## config.mk

```make
export PLATFORM = sky130hd
export DESIGN_NAME = regfile_mp
export DESIGN_NICKNAME = d
export VERILOG_FILES = /design/src/rtl/regfile_pkg.sv /design/src/rtl/regfile_scoreboard.sv /design/src/rtl/regfile_mp.sv
export SDC_FILE = /design/constraint.sdc
export NUM_CORES = 2
export LEC_CHECK = 0
export CAP_MARGIN = 25
export CORE_MARGIN = 2
export CORE_UTILIZATION = 40
export DETAILED_ROUTE_END_ITERATION = 8
export GPL_TIMING_DRIVEN = 0
export PLACE_DENSITY = 0.66
export SYNTH_ARGS = -nofsm -noshare
export SYNTH_HDL_FRONTEND = slang
export SYNTH_SLANG_ARGS = --single-unit
```

## constraint.sdc

```tcl
create_clock -name clk -period 6.22 [get_ports clk]
set_input_delay 1.244 -clock clk [delete_from_list [all_inputs] [get_ports clk]]
set_output_delay 1.244 -clock clk [all_outputs]
set_load 0.01 [all_outputs]
```

## src/rtl/regfile_pkg.sv

```systemverilog
// Shared defaults, address type and popcount helper for the multi-port register file.
package regfile_pkg;

    localparam int unsigned WIDTH_DEF  = 32;
    localparam int unsigned NREG_DEF   = 32;
    localparam int unsigned NRD_DEF    = 2;
    localparam int unsigned ADDR_W_DEF = $clog2(NREG_DEF);
    localparam int unsigned POP_MAX    = 1024;

    typedef logic [ADDR_W_DEF-1:0] addr_t;

    // Callers zero-extend their vector to POP_MAX bits.
    function automatic int unsigned popcount(input logic [POP_MAX-1:0] v);
        int unsigned cnt;
        cnt = 0;
        for (int unsigned i = 0; i < POP_MAX; i++) begin
            cnt = cnt + int'(v[i]);
        end
        return cnt;
    endfunction

endpackage

```

## src/rtl/regfile_scoreboard.sv

```systemverilog
// Busy-bit scoreboard: writes clear, issues set (set wins), registered busy count.
module regfile_scoreboard
    import regfile_pkg::*;
#(
    parameter int unsigned NREG   = NREG_DEF,
    parameter int unsigned ADDR_W = $clog2(NREG),
    parameter int unsigned CNT_W  = $clog2(NREG + 1)
) (
    input  logic              clk,
    input  logic              rst_n,
    input  logic              we0,
    input  logic [ADDR_W-1:0] wa0,
    input  logic              we1,
    input  logic [ADDR_W-1:0] wa1,
    input  logic              iss_en,
    input  logic [ADDR_W-1:0] iss_addr,
    output logic [NREG-1:0]   busy,
    output logic [CNT_W-1:0]  busy_cnt
);

    logic [NREG-1:0]    r_busy;
    logic [CNT_W-1:0]   r_cnt;
    logic [NREG-1:0]    w_busy_nxt;
    logic [POP_MAX-1:0] w_busy_ext;

    always_comb begin
        w_busy_nxt = r_busy;
        if (we0 && (wa0 != '0)) w_busy_nxt[wa0] = 1'b0;
        if (we1 && (wa1 != '0)) w_busy_nxt[wa1] = 1'b0;
        // Issue applied last: a new producer supersedes a retiring one.
        if (iss_en && (iss_addr != '0)) w_busy_nxt[iss_addr] = 1'b1;
    end

    assign w_busy_ext = POP_MAX'(w_busy_nxt);

    always_ff @(posedge clk or negedge rst_n) begin
        if (!rst_n) begin
            r_busy <= '0;
            r_cnt  <= '0;
        end else begin
            r_busy <= w_busy_nxt;
            r_cnt  <= CNT_W'(popcount(w_busy_ext));
        end
    end

    assign busy     = r_busy;
    assign busy_cnt = r_cnt;

endmodule

```

## src/rtl/regfile_mp.sv

```systemverilog
// Multi-port register file: NRD combinational reads, two prioritised writes, busy scoreboard.
// Optional write-to-read forwarding enabled by defining REGFILE_BYPASS_EN.
module regfile_mp
    import regfile_pkg::*;
#(
    parameter int unsigned WIDTH  = WIDTH_DEF,
    parameter int unsigned NREG   = NREG_DEF,
    parameter int unsigned ADDR_W = $clog2(NREG),
    parameter int unsigned NRD    = NRD_DEF
) (
    input  logic                     clk,
    input  logic                     rst_n,
    input  logic [NRD*ADDR_W-1:0]    rd_addr,
    output logic [NRD*WIDTH-1:0]     rd_data,
    output logic [NRD-1:0]           rd_busy,
    input  logic                     we0,
    input  logic                     we1,
    input  logic [ADDR_W-1:0]        wa0,
    input  logic [ADDR_W-1:0]        wa1,
    input  logic [WIDTH-1:0]         wd0,
    input  logic [WIDTH-1:0]         wd1,
    input  logic                     iss_en,
    input  logic [ADDR_W-1:0]        iss_addr,
    output logic [$clog2(NREG+1)-1:0] busy_cnt
);

    localparam int unsigned CNT_W = $clog2(NREG + 1);

    logic [WIDTH-1:0] r_mem [NREG];
    logic [NREG-1:0]  w_busy;
    logic             w_wr0;
    logic             w_wr1;

    assign w_wr0 = we0 && (wa0 != '0);
    assign w_wr1 = we1 && (wa1 != '0) && !(we0 && (wa0 == wa1));

    always_ff @(posedge clk or negedge rst_n) begin
        if (!rst_n) begin
            for (int unsigned i = 0; i < NREG; i++) begin
                r_mem[i] <= '0;
            end
        end else begin
            if (w_wr1) r_mem[wa1] <= wd1;
            if (w_wr0) r_mem[wa0] <= wd0;
        end
    end

    regfile_scoreboard #(
        .NREG   (NREG),
        .ADDR_W (ADDR_W),
        .CNT_W  (CNT_W)
    ) u_scoreboard (
        .clk      (clk),
        .rst_n    (rst_n),
        .we0      (we0),
        .wa0      (wa0),
        .we1      (we1),
        .wa1      (wa1),
        .iss_en   (iss_en),
        .iss_addr (iss_addr),
        .busy     (w_busy),
        .busy_cnt (busy_cnt)
    );

    for (genvar k = 0; k < NRD; k++) begin : g_rd
        logic [ADDR_W-1:0] w_ra;
        logic [WIDTH-1:0]  w_arr;
        logic              w_abusy;

        assign w_ra    = rd_addr[k*ADDR_W +: ADDR_W];
        assign w_arr   = r_mem[w_ra];
        assign w_abusy = w_busy[w_ra];

`ifdef REGFILE_BYPASS_EN
        logic w_hit0;
        logic w_hit1;
        logic w_iss_hit;

        assign w_hit0    = we0 && (wa0 == w_ra) && (w_ra != '0);
        assign w_hit1    = we1 && (wa1 == w_ra) && (w_ra != '0);
        assign w_iss_hit = iss_en && (iss_addr == w_ra);

        always_comb begin
            rd_data[k*WIDTH +: WIDTH] = w_arr;
            rd_busy[k]                = w_abusy;
            if (w_hit0) begin
                rd_data[k*WIDTH +: WIDTH] = wd0;
            end else if (w_hit1) begin
                rd_data[k*WIDTH +: WIDTH] = wd1;
            end
            if ((w_hit0 || w_hit1) && !w_iss_hit) begin
                rd_busy[k] = 1'b0;
            end
        end
`else
        assign rd_data[k*WIDTH +: WIDTH] = w_arr;
        assign rd_busy[k]                = w_abusy;
`endif
    end

endmodule
```

After elaboration in Yosys (flattened, before gate mapping). Cells that the tools add are included.

Register bits after elaboration: 1062. Input port bits: 94. Output and inout port bits: 72. Logic and storage cells: 130.

Add/subtract/negate cells: 31. Magnitude comparators: 14. Equal/unequal tests: 1. Muxes and demuxes: 27. Bitwise operators: 9. Reduce and logical (&&, ||, !) cells: 14.

Operators by type and width (count): bitwise mux 1024 bit (2); 2-to-1 mux 1024 bit (2); binary-select mux 32 bit (select 5 bit) (2); demux 32 bit (select 5 bit) (2); 2-to-1 mux 32 bit (9); adder 6 x 1 -> 6 bit (30); AND 32 bit (2); inverter 32 bit (2); bitwise OR 32 bit (1); less-than comparator 5 x 6 -> 1 bit, second input constant (5); >= comparator 6 bit, second input constant (4); inverter 5 -> 6 bit (4); demux 1 bit (select 5 bit) (3); >= comparator 5 x 1 -> 1 bit, second input constant (3); nonzero test 5 bit (3); less-than comparator 6 x 1 -> 1 bit, second input constant (2); binary-select mux 1 bit (select 5 bit) (2); logical AND 1 bit (10); equality test 5 bit (1); 2-to-1 mux 1 bit (5); adder 1 x 1 -> 2 bit (1); zero test 1 bit (1).

Logic depth before layout (Yosys ltp).
Depth in word-level cells: 42. Depth in mapped cells: 21. Mapped depth without buffers: 20.

Cells and area by module. From an unflattened synthesis, not the netlist that was laid out.

Cells, all modules: 6436. Area, all modules: 65310.1 sq um.

Modules (own cells, without submodules): regfile_mp (times used 1, cells each 6183, area an instance 62588.8 sq um, sequential area each 25624.6 sq um); regfile_scoreboard (times used 1, cells each 253, area an instance 2721.4 sq um, sequential area each 950.9 sq um).

Worst setup path after synthesis. No wires, ideal clock.

Kind: input -> register. Start point: input port wa0[1]. End point: register u_scoreboard.r_cnt[4], in the netlist u_scoreboard.busy_cnt[4]. Setup time: 80 ps. Data arrival time: 6478 ps. Data required time: 6140 ps. Path slack: -338 ps. Stages: 19. Path buffers: 1. Cell sequence: nor3b_1 nand2_1 clkbuf_1 a32o_1 inv_1 fa_1 fa_1 inv_1 fa_1 fa_1 inv_1 fa_1 fa_1 fa_1 inv_1 fa_1 a21o_1 a21oi_1 xnor2_1.

Elaborated cells on any way between the ends: 45. Classes of those cells: add/sub (31); order compare (2); mux (5); bitwise (4); reduce/logical (3).

RTL lines: start: declaration (RTL line regfile_mp.sv:18) `input logic [ADDR_W-1:0] wa0,`; less-than comparator 5 x 6 -> 1 bit (implied by the code) or >= comparator 5 x 1 -> 1 bit (tied branches) (RTL line regfile_scoreboard.sv:28) `if (we0 && (wa0 != '0)) w_busy_nxt[wa0] = 1'b0;`; logical AND 1 bit (implied by the code) (RTL line regfile_scoreboard.sv:28); 2-to-1 mux 1 bit (implied by the code) (RTL line regfile_scoreboard.sv:28); demux 1 bit (select 5 bit); inverter 32 bit (no line); AND 32 bit (no line); 2-to-1 mux 32 bit (*) (RTL line regfile_scoreboard.sv:28); AND 32 bit (no line); 2-to-1 mux 32 bit (*) (RTL line regfile_scoreboard.sv:29) `if (we1 && (wa1 != '0)) w_busy_nxt[wa1] = 1'b0;`; bitwise OR 32 bit (no line); 2-to-1 mux 32 bit (*) (RTL line regfile_scoreboard.sv:31) `if (iss_en && (iss_addr != '0)) w_busy_nxt[iss_addr] = 1'b1;`; named net u_scoreboard.w_busy_nxt[28] (RTL line regfile_scoreboard.sv:23) `logic [NREG-1:0] w_busy_nxt;`; adder 6 x 1 -> 6 bit (*) (4 in a row) (RTL line regfile_pkg.sv:17) `cnt = cnt + int'(v[i]);`; end signal: assignment (RTL line regfile_scoreboard.sv:42) `r_cnt <= CNT_W'(popcount(w_busy_ext));`; end: declaration (RTL line regfile_scoreboard.sv:22) `logic [CNT_W-1:0] r_cnt;`.

The timed path passes the listed nets; every way through them passes the cells marked *.

Final worst setup path.
Start point: input port rd_addr[7]. End point: output port rd_data[37].

Word-level cells in the longest chain between the ends: 4.

Ends and longest elaborated chain: start: declaration (RTL line regfile_mp.sv:13) `input logic [NRD*ADDR_W-1:0] rd_addr,`; inverter 5 -> 6 bit (implied by the code) (RTL line regfile_mp.sv:71) `assign w_arr = r_mem[w_ra];`; binary-select mux 32 bit (select 5 bit) (RTL line regfile_mp.sv:71); 2-to-1 mux 32 bit (implied by the code) (2 in a row) (RTL line regfile_mp.sv:71); end: declaration (RTL line regfile_mp.sv:14) `output logic [NRD*WIDTH-1:0] rd_data,`.

No other way between the ends. The select of a mux whose other input is x is not followed.

==> results.rst <==
.. list-table::
   :header-rows: 1

   * - Metric
     - Value
   * - Tightest Pin Transition
     - 1213 ps
   * - Async set or reset register ratio after synthesis
     - 100.0%
   * - Worst Clk Skew
     - 16.64 ps
   * - Core Util, Final
     - 46.38%
   * - Dominant cells by area after synthesis
     - sky130_fd_sc_hd__dfrtp_1 (40%), sky130_fd_sc_hd__mux4_2 (18%), sky130_fd_sc_hd__nand2_1 (8.1%)
   * - Fill cells
     - 15524
   * - Final ANT Viol Nets
     - 0
   * - EDFF count, synth
     - 0
   * - I/O Buffers
     - 151
   * - Number of primary I/O pins
     - 166
   * - Share of the synthesized area in the top cell type
     - 40.02%
   * - Die extent in y
     - 411.4 um
   * - Final Slew Violations
     - 0
   * - Grt total ovfl
     - 0
   * - TritonCTS clock tree
     - built
   * - Remaining design rule violation count
     - 4
   * - Final min period
     - 6362 ps
   * - Bufs and invs on worst path
     - 4
   * - RSZ-0062 raised after global routing
     - true
   * - Final clock period utilization by the worst path
     - 102.3%
   * - Share of total power in the clock network
     - 28.3%
   * - Net count after synthesis
     - 7144
   * - Kind of path behind the tightest hold check
     - in2async
   * - Clock slew at the register clock pins of the worst setup and hold paths
     - 60 ps
   * - Switching power
     - 10.71 mW
   * - Largest net degree at the start of global routing
     - 170
   * - Net Sw Frac
     - 36.58%
   * - Library cell occupying the most area in the post-synthesis netlist
     - sky130_fd_sc_hd__dfrtp_1
   * - Number of CTS-inserted buffers
     - 132
   * - Yosys warning total
     - 0
   * - Violations in the final reports
     - design-rule violations, negative setup slack
   * - Initial cell density of the core
     - 40.25%
   * - Count of routing violations after the opening detailed-route iteration
     - 8575
   * - Power density over the cells
     - 382.6 nW/um2
   * - Global-route wire length before repair
     - 450.0 mm
   * - Cells along the critical path
     - clkbuf_1, buf_8, clkdlybuf4s15_1, mux4_2, mux2i_1, nor2_1, a211oi_1, a21oi_1, clkdlybuf4s50_1
   * - Run status
     - finished, violations left
   * - Element type at the critical path start
     - input port
   * - Total area of multi-input combinational cells
     - 36350 um2
   * - Die outline area
     - 169300 um2
   * - Routed wire length
     - 323.6 mm
   * - Tightest slew margin relative to the limit
     - 19.13%
   * - Root Buffer Master
     - sky130_fd_sc_hd__clkbuf_16
   * - Post-synth cell types
     - 42
   * - Arrival time of the worst setup path
     - 5120 ps
   * - Number of hold-slack violations in the final timing report
     - 0
   * - Total global routing track utilization
     - 37.69%
   * - Clock latency on the worst-skew pair
     - 800 ps
   * - Crit Path Max Fanout
     - 16
   * - Flip-flop and latch area
     - 26580 um2
   * - Part of the total power dissipated in sequential elements
     - 35.5%
   * - Vias after detailed routing
     - 61975
   * - Area of the mapped netlist
     - 66400 um2
   * - Post-detailed-route wirelength per cell
     - 33.52 um
   * - Core outline area
     - 165000 um2
   * - Via/cell ratio
     - 6.420
   * - Post-synthesis sequential element count
     - 1062
   * - Initial antenna violation count
     - 33
   * - CP Capture Type
     - output pin
   * - Fmax
     - 157.2 MHz
   * - Finish-stage setup viols
     - 7
   * - Sequential area share after synthesis
     - 40.02%
   * - Max clock buf depth
     - 3
   * - Type of the setup path with the least slack
     - in2out
   * - Cell count after placement
     - 9377
   * - Cell internal pwr
     - 18.57 mW
   * - Per-instance average area after synthesis
     - 9.462 um2
   * - Ys flop type
     - sky130_fd_sc_hd__dfrtp_1
   * - Reported max-cap violation count
     - 0
   * - Cells after synthesis
     - 7018
   * - Proportion of power drawn by combinational gates
     - 36.2%
   * - Leakage power total
     - 32.26 nW
   * - Family with the most delay on the worst path
     - buffers and inverters
   * - Routability-driven placement congestion ratio
     - 1.066
   * - Synthesis-to-layout area growth
     - 15.23%
   * - Peak per-stage delay on the critical path
     - 810 ps
   * - Placement Rows
     - 149
   * - Vias in the first global route
     - 60247
   * - Detailed Routing Iterations Pass 1
     - 9
   * - Setup Slack @ Placement
     - -2297 ps
   * - Post-detailed-placement half-perimeter wirelength
     - 261.6 mm
   * - Ratio of cells with drive above 1 in the final layout
     - 18.13%
   * - Endpoint required time on the critical path
     - 4980 ps
   * - Worst VDD drop
     - 0.002496 V
   * - Worst Slack Setup Final
     - -141.9 ps
   * - Die X-Extent
     - 411.4 um
   * - Post-route non-filler standard cell count
     - 9654
   * - H-tree depth
     - 4
   * - Number of buffers inserted for hold repair after clock tree synthesis
     - 0
   * - Final #Nets
     - 7480
   * - Num Clock Sinks
     - 1062
   * - Cell with the largest stage delay on the worst path
     - sky130_fd_sc_hd__clkdlybuf4s15_1
-- power groups by stage --
| stage | Combinational [mW] | Sequential [mW] | Clock (mW) |
|---|---|---|---|
| after detailed placement | 9.44 | 10.4 | 0 |
| after global placement | 9.19 | 10.3 | 0 |
| after global routing | 11.2 | 10.6 | 8.57 |
| after CTS | 10.3 | 10.3 | 8.30 |
| final | 10.6 | 10.4 | 8.29 |
| after floorplan | 6.15 | 9.77 | 0 |
-- layout by cell type, fill, tap and decap left out, types with 10 or more instances in the layout --
cell                              count
sky130_fd_sc_hd__clkbuf_16          139
sky130_fd_sc_hd__diode_2             13
sky130_fd_sc_hd__nand2_2             10
sky130_fd_sc_hd__nor2_1            1123
sky130_fd_sc_hd__o21ai_0             66
sky130_fd_sc_hd__mux4_2             528
sky130_fd_sc_hd__a21oi_1            420
sky130_fd_sc_hd__mux2i_1            132
sky130_fd_sc_hd__a32o_1              17
sky130_fd_sc_hd__clkbuf_1           485
sky130_fd_sc_hd__a31oi_1            640
sky130_fd_sc_hd__clkinv_2            21
sky130_fd_sc_hd__buf_8               14
sky130_fd_sc_hd__mux2_2             132
sky130_fd_sc_hd__a32oi_1             35
sky130_fd_sc_hd__a211oi_1            66
sky130_fd_sc_hd__a22oi_1            320
sky130_fd_sc_hd__buf_1               73
sky130_fd_sc_hd__buf_2              155
sky130_fd_sc_hd__buf_6               14
sky130_fd_sc_hd__nand2_1           1419
sky130_fd_sc_hd__bufinv_16           13
sky130_fd_sc_hd__clkdlybuf4s50_1    136
sky130_fd_sc_hd__clkbuf_8            33
sky130_fd_sc_hd__inv_1               40
sky130_fd_sc_hd__fa_1                19
sky130_fd_sc_hd__a21o_4              28
sky130_fd_sc_hd__buf_4              146
sky130_fd_sc_hd__a21oi_2             20
sky130_fd_sc_hd__dfrtp_1           1062
-- flip-flops by register name, summed over array words and instances, names as in the netlist --
name,count
r_mem,1024
u_scoreboard.busy,32
u_scoreboard.busy_cnt,6
-- routing by layer --
metal	vias to the layer above	global-route usage [%]	part of all wire (%)
li1	25906	-	-
met1	31311	48.85	38
met2	4047	53.75	42
met3	699	15.36	14
met4	12	20.03	6.2
met5	-	0	0.036
-- cell families after synthesis --
| group | synth area share, % |
|---|---|
| compound gates | 15.93 |
| xor+xnor | 0.1055 |
| buf+inv | 5.909 |
| simple gates | 15.02 |
| mux | 22.14 |
| fa+ha+maj | 0.8743 |
| flops | 40.02 |
-- repair_timing --
action	in CTS	in global routing
pin swaps	22	21
gates resized for setup	137	61
buffers inserted	31	11
endpoints found under the setup margin	11	22
cloned	1	0
-- cells in the mapped netlist, types with 43 or more instances --
cell type,instances
sky130_fd_sc_hd__nand2_1,1431
sky130_fd_sc_hd__nor2_1,1129
sky130_fd_sc_hd__dfrtp_1,1062
sky130_fd_sc_hd__a31oi_1,640
sky130_fd_sc_hd__mux4_2,528
sky130_fd_sc_hd__clkbuf_1,485
sky130_fd_sc_hd__a21oi_1,428
sky130_fd_sc_hd__a22oi_1,320
sky130_fd_sc_hd__buf_2,160
sky130_fd_sc_hd__mux2_2,132
sky130_fd_sc_hd__mux2i_1,132
sky130_fd_sc_hd__buf_4,108
sky130_fd_sc_hd__buf_1,76
sky130_fd_sc_hd__a211oi_1,67
sky130_fd_sc_hd__o21ai_0,66
sky130_fd_sc_hd__inv_1,43
-- worst paths after layout --
kind                                 startpoint  slack [ps]                  endpoint  cells past startpoint
setup / recovery                     rd_addr[7]        -140               rd_data[37]                      9
hold / removal                            rst_n         440                r_mem[155]                      1
setup reg to reg           u_scoreboard.busy[1]         870  u_scoreboard.busy_cnt[4]                     15
hold reg to reg                     r_mem[1012]         480               r_mem[1012]                      1
max in group asynchronous                 rst_n        3510                r_mem[658]                      3
min in group clk                    r_mem[1012]         480               r_mem[1012]                      1
-- metrics by stage --
| stage | TNS (ps) | cell area, um2 | hold slack (ps) | power (mW) |
|---|---|---|---|---|
| global route | -21.99 | 76490 | 493.1 | 30.33 |
| global placement | - | 70690 | 451.8 | 19.48 |
| CTS | -4.312 | 76230 | 480.8 | 28.86 |
| finish | -404.4 | 76520 | 437.8 | 29.28 |
| floorplan | -123.5 | 66440 | 441.3 | 15.93 |
| detailed placement | -11470 | 71050 | 464.5 | 19.80 |
-- layout make-up --
class	instances	share of cell area [%]
clock inverters	42	0.7456
clock buffers	190	5.161
flip-flops and latches	1062	34.73
repair buffers	216	3.004
plain buffers	819	5.022
diodes	13	0.04251
multi-input cells	5080	47.50
inverters	43	0.2109
well taps	2189	3.579
Power figures use the tool's default switching activity.
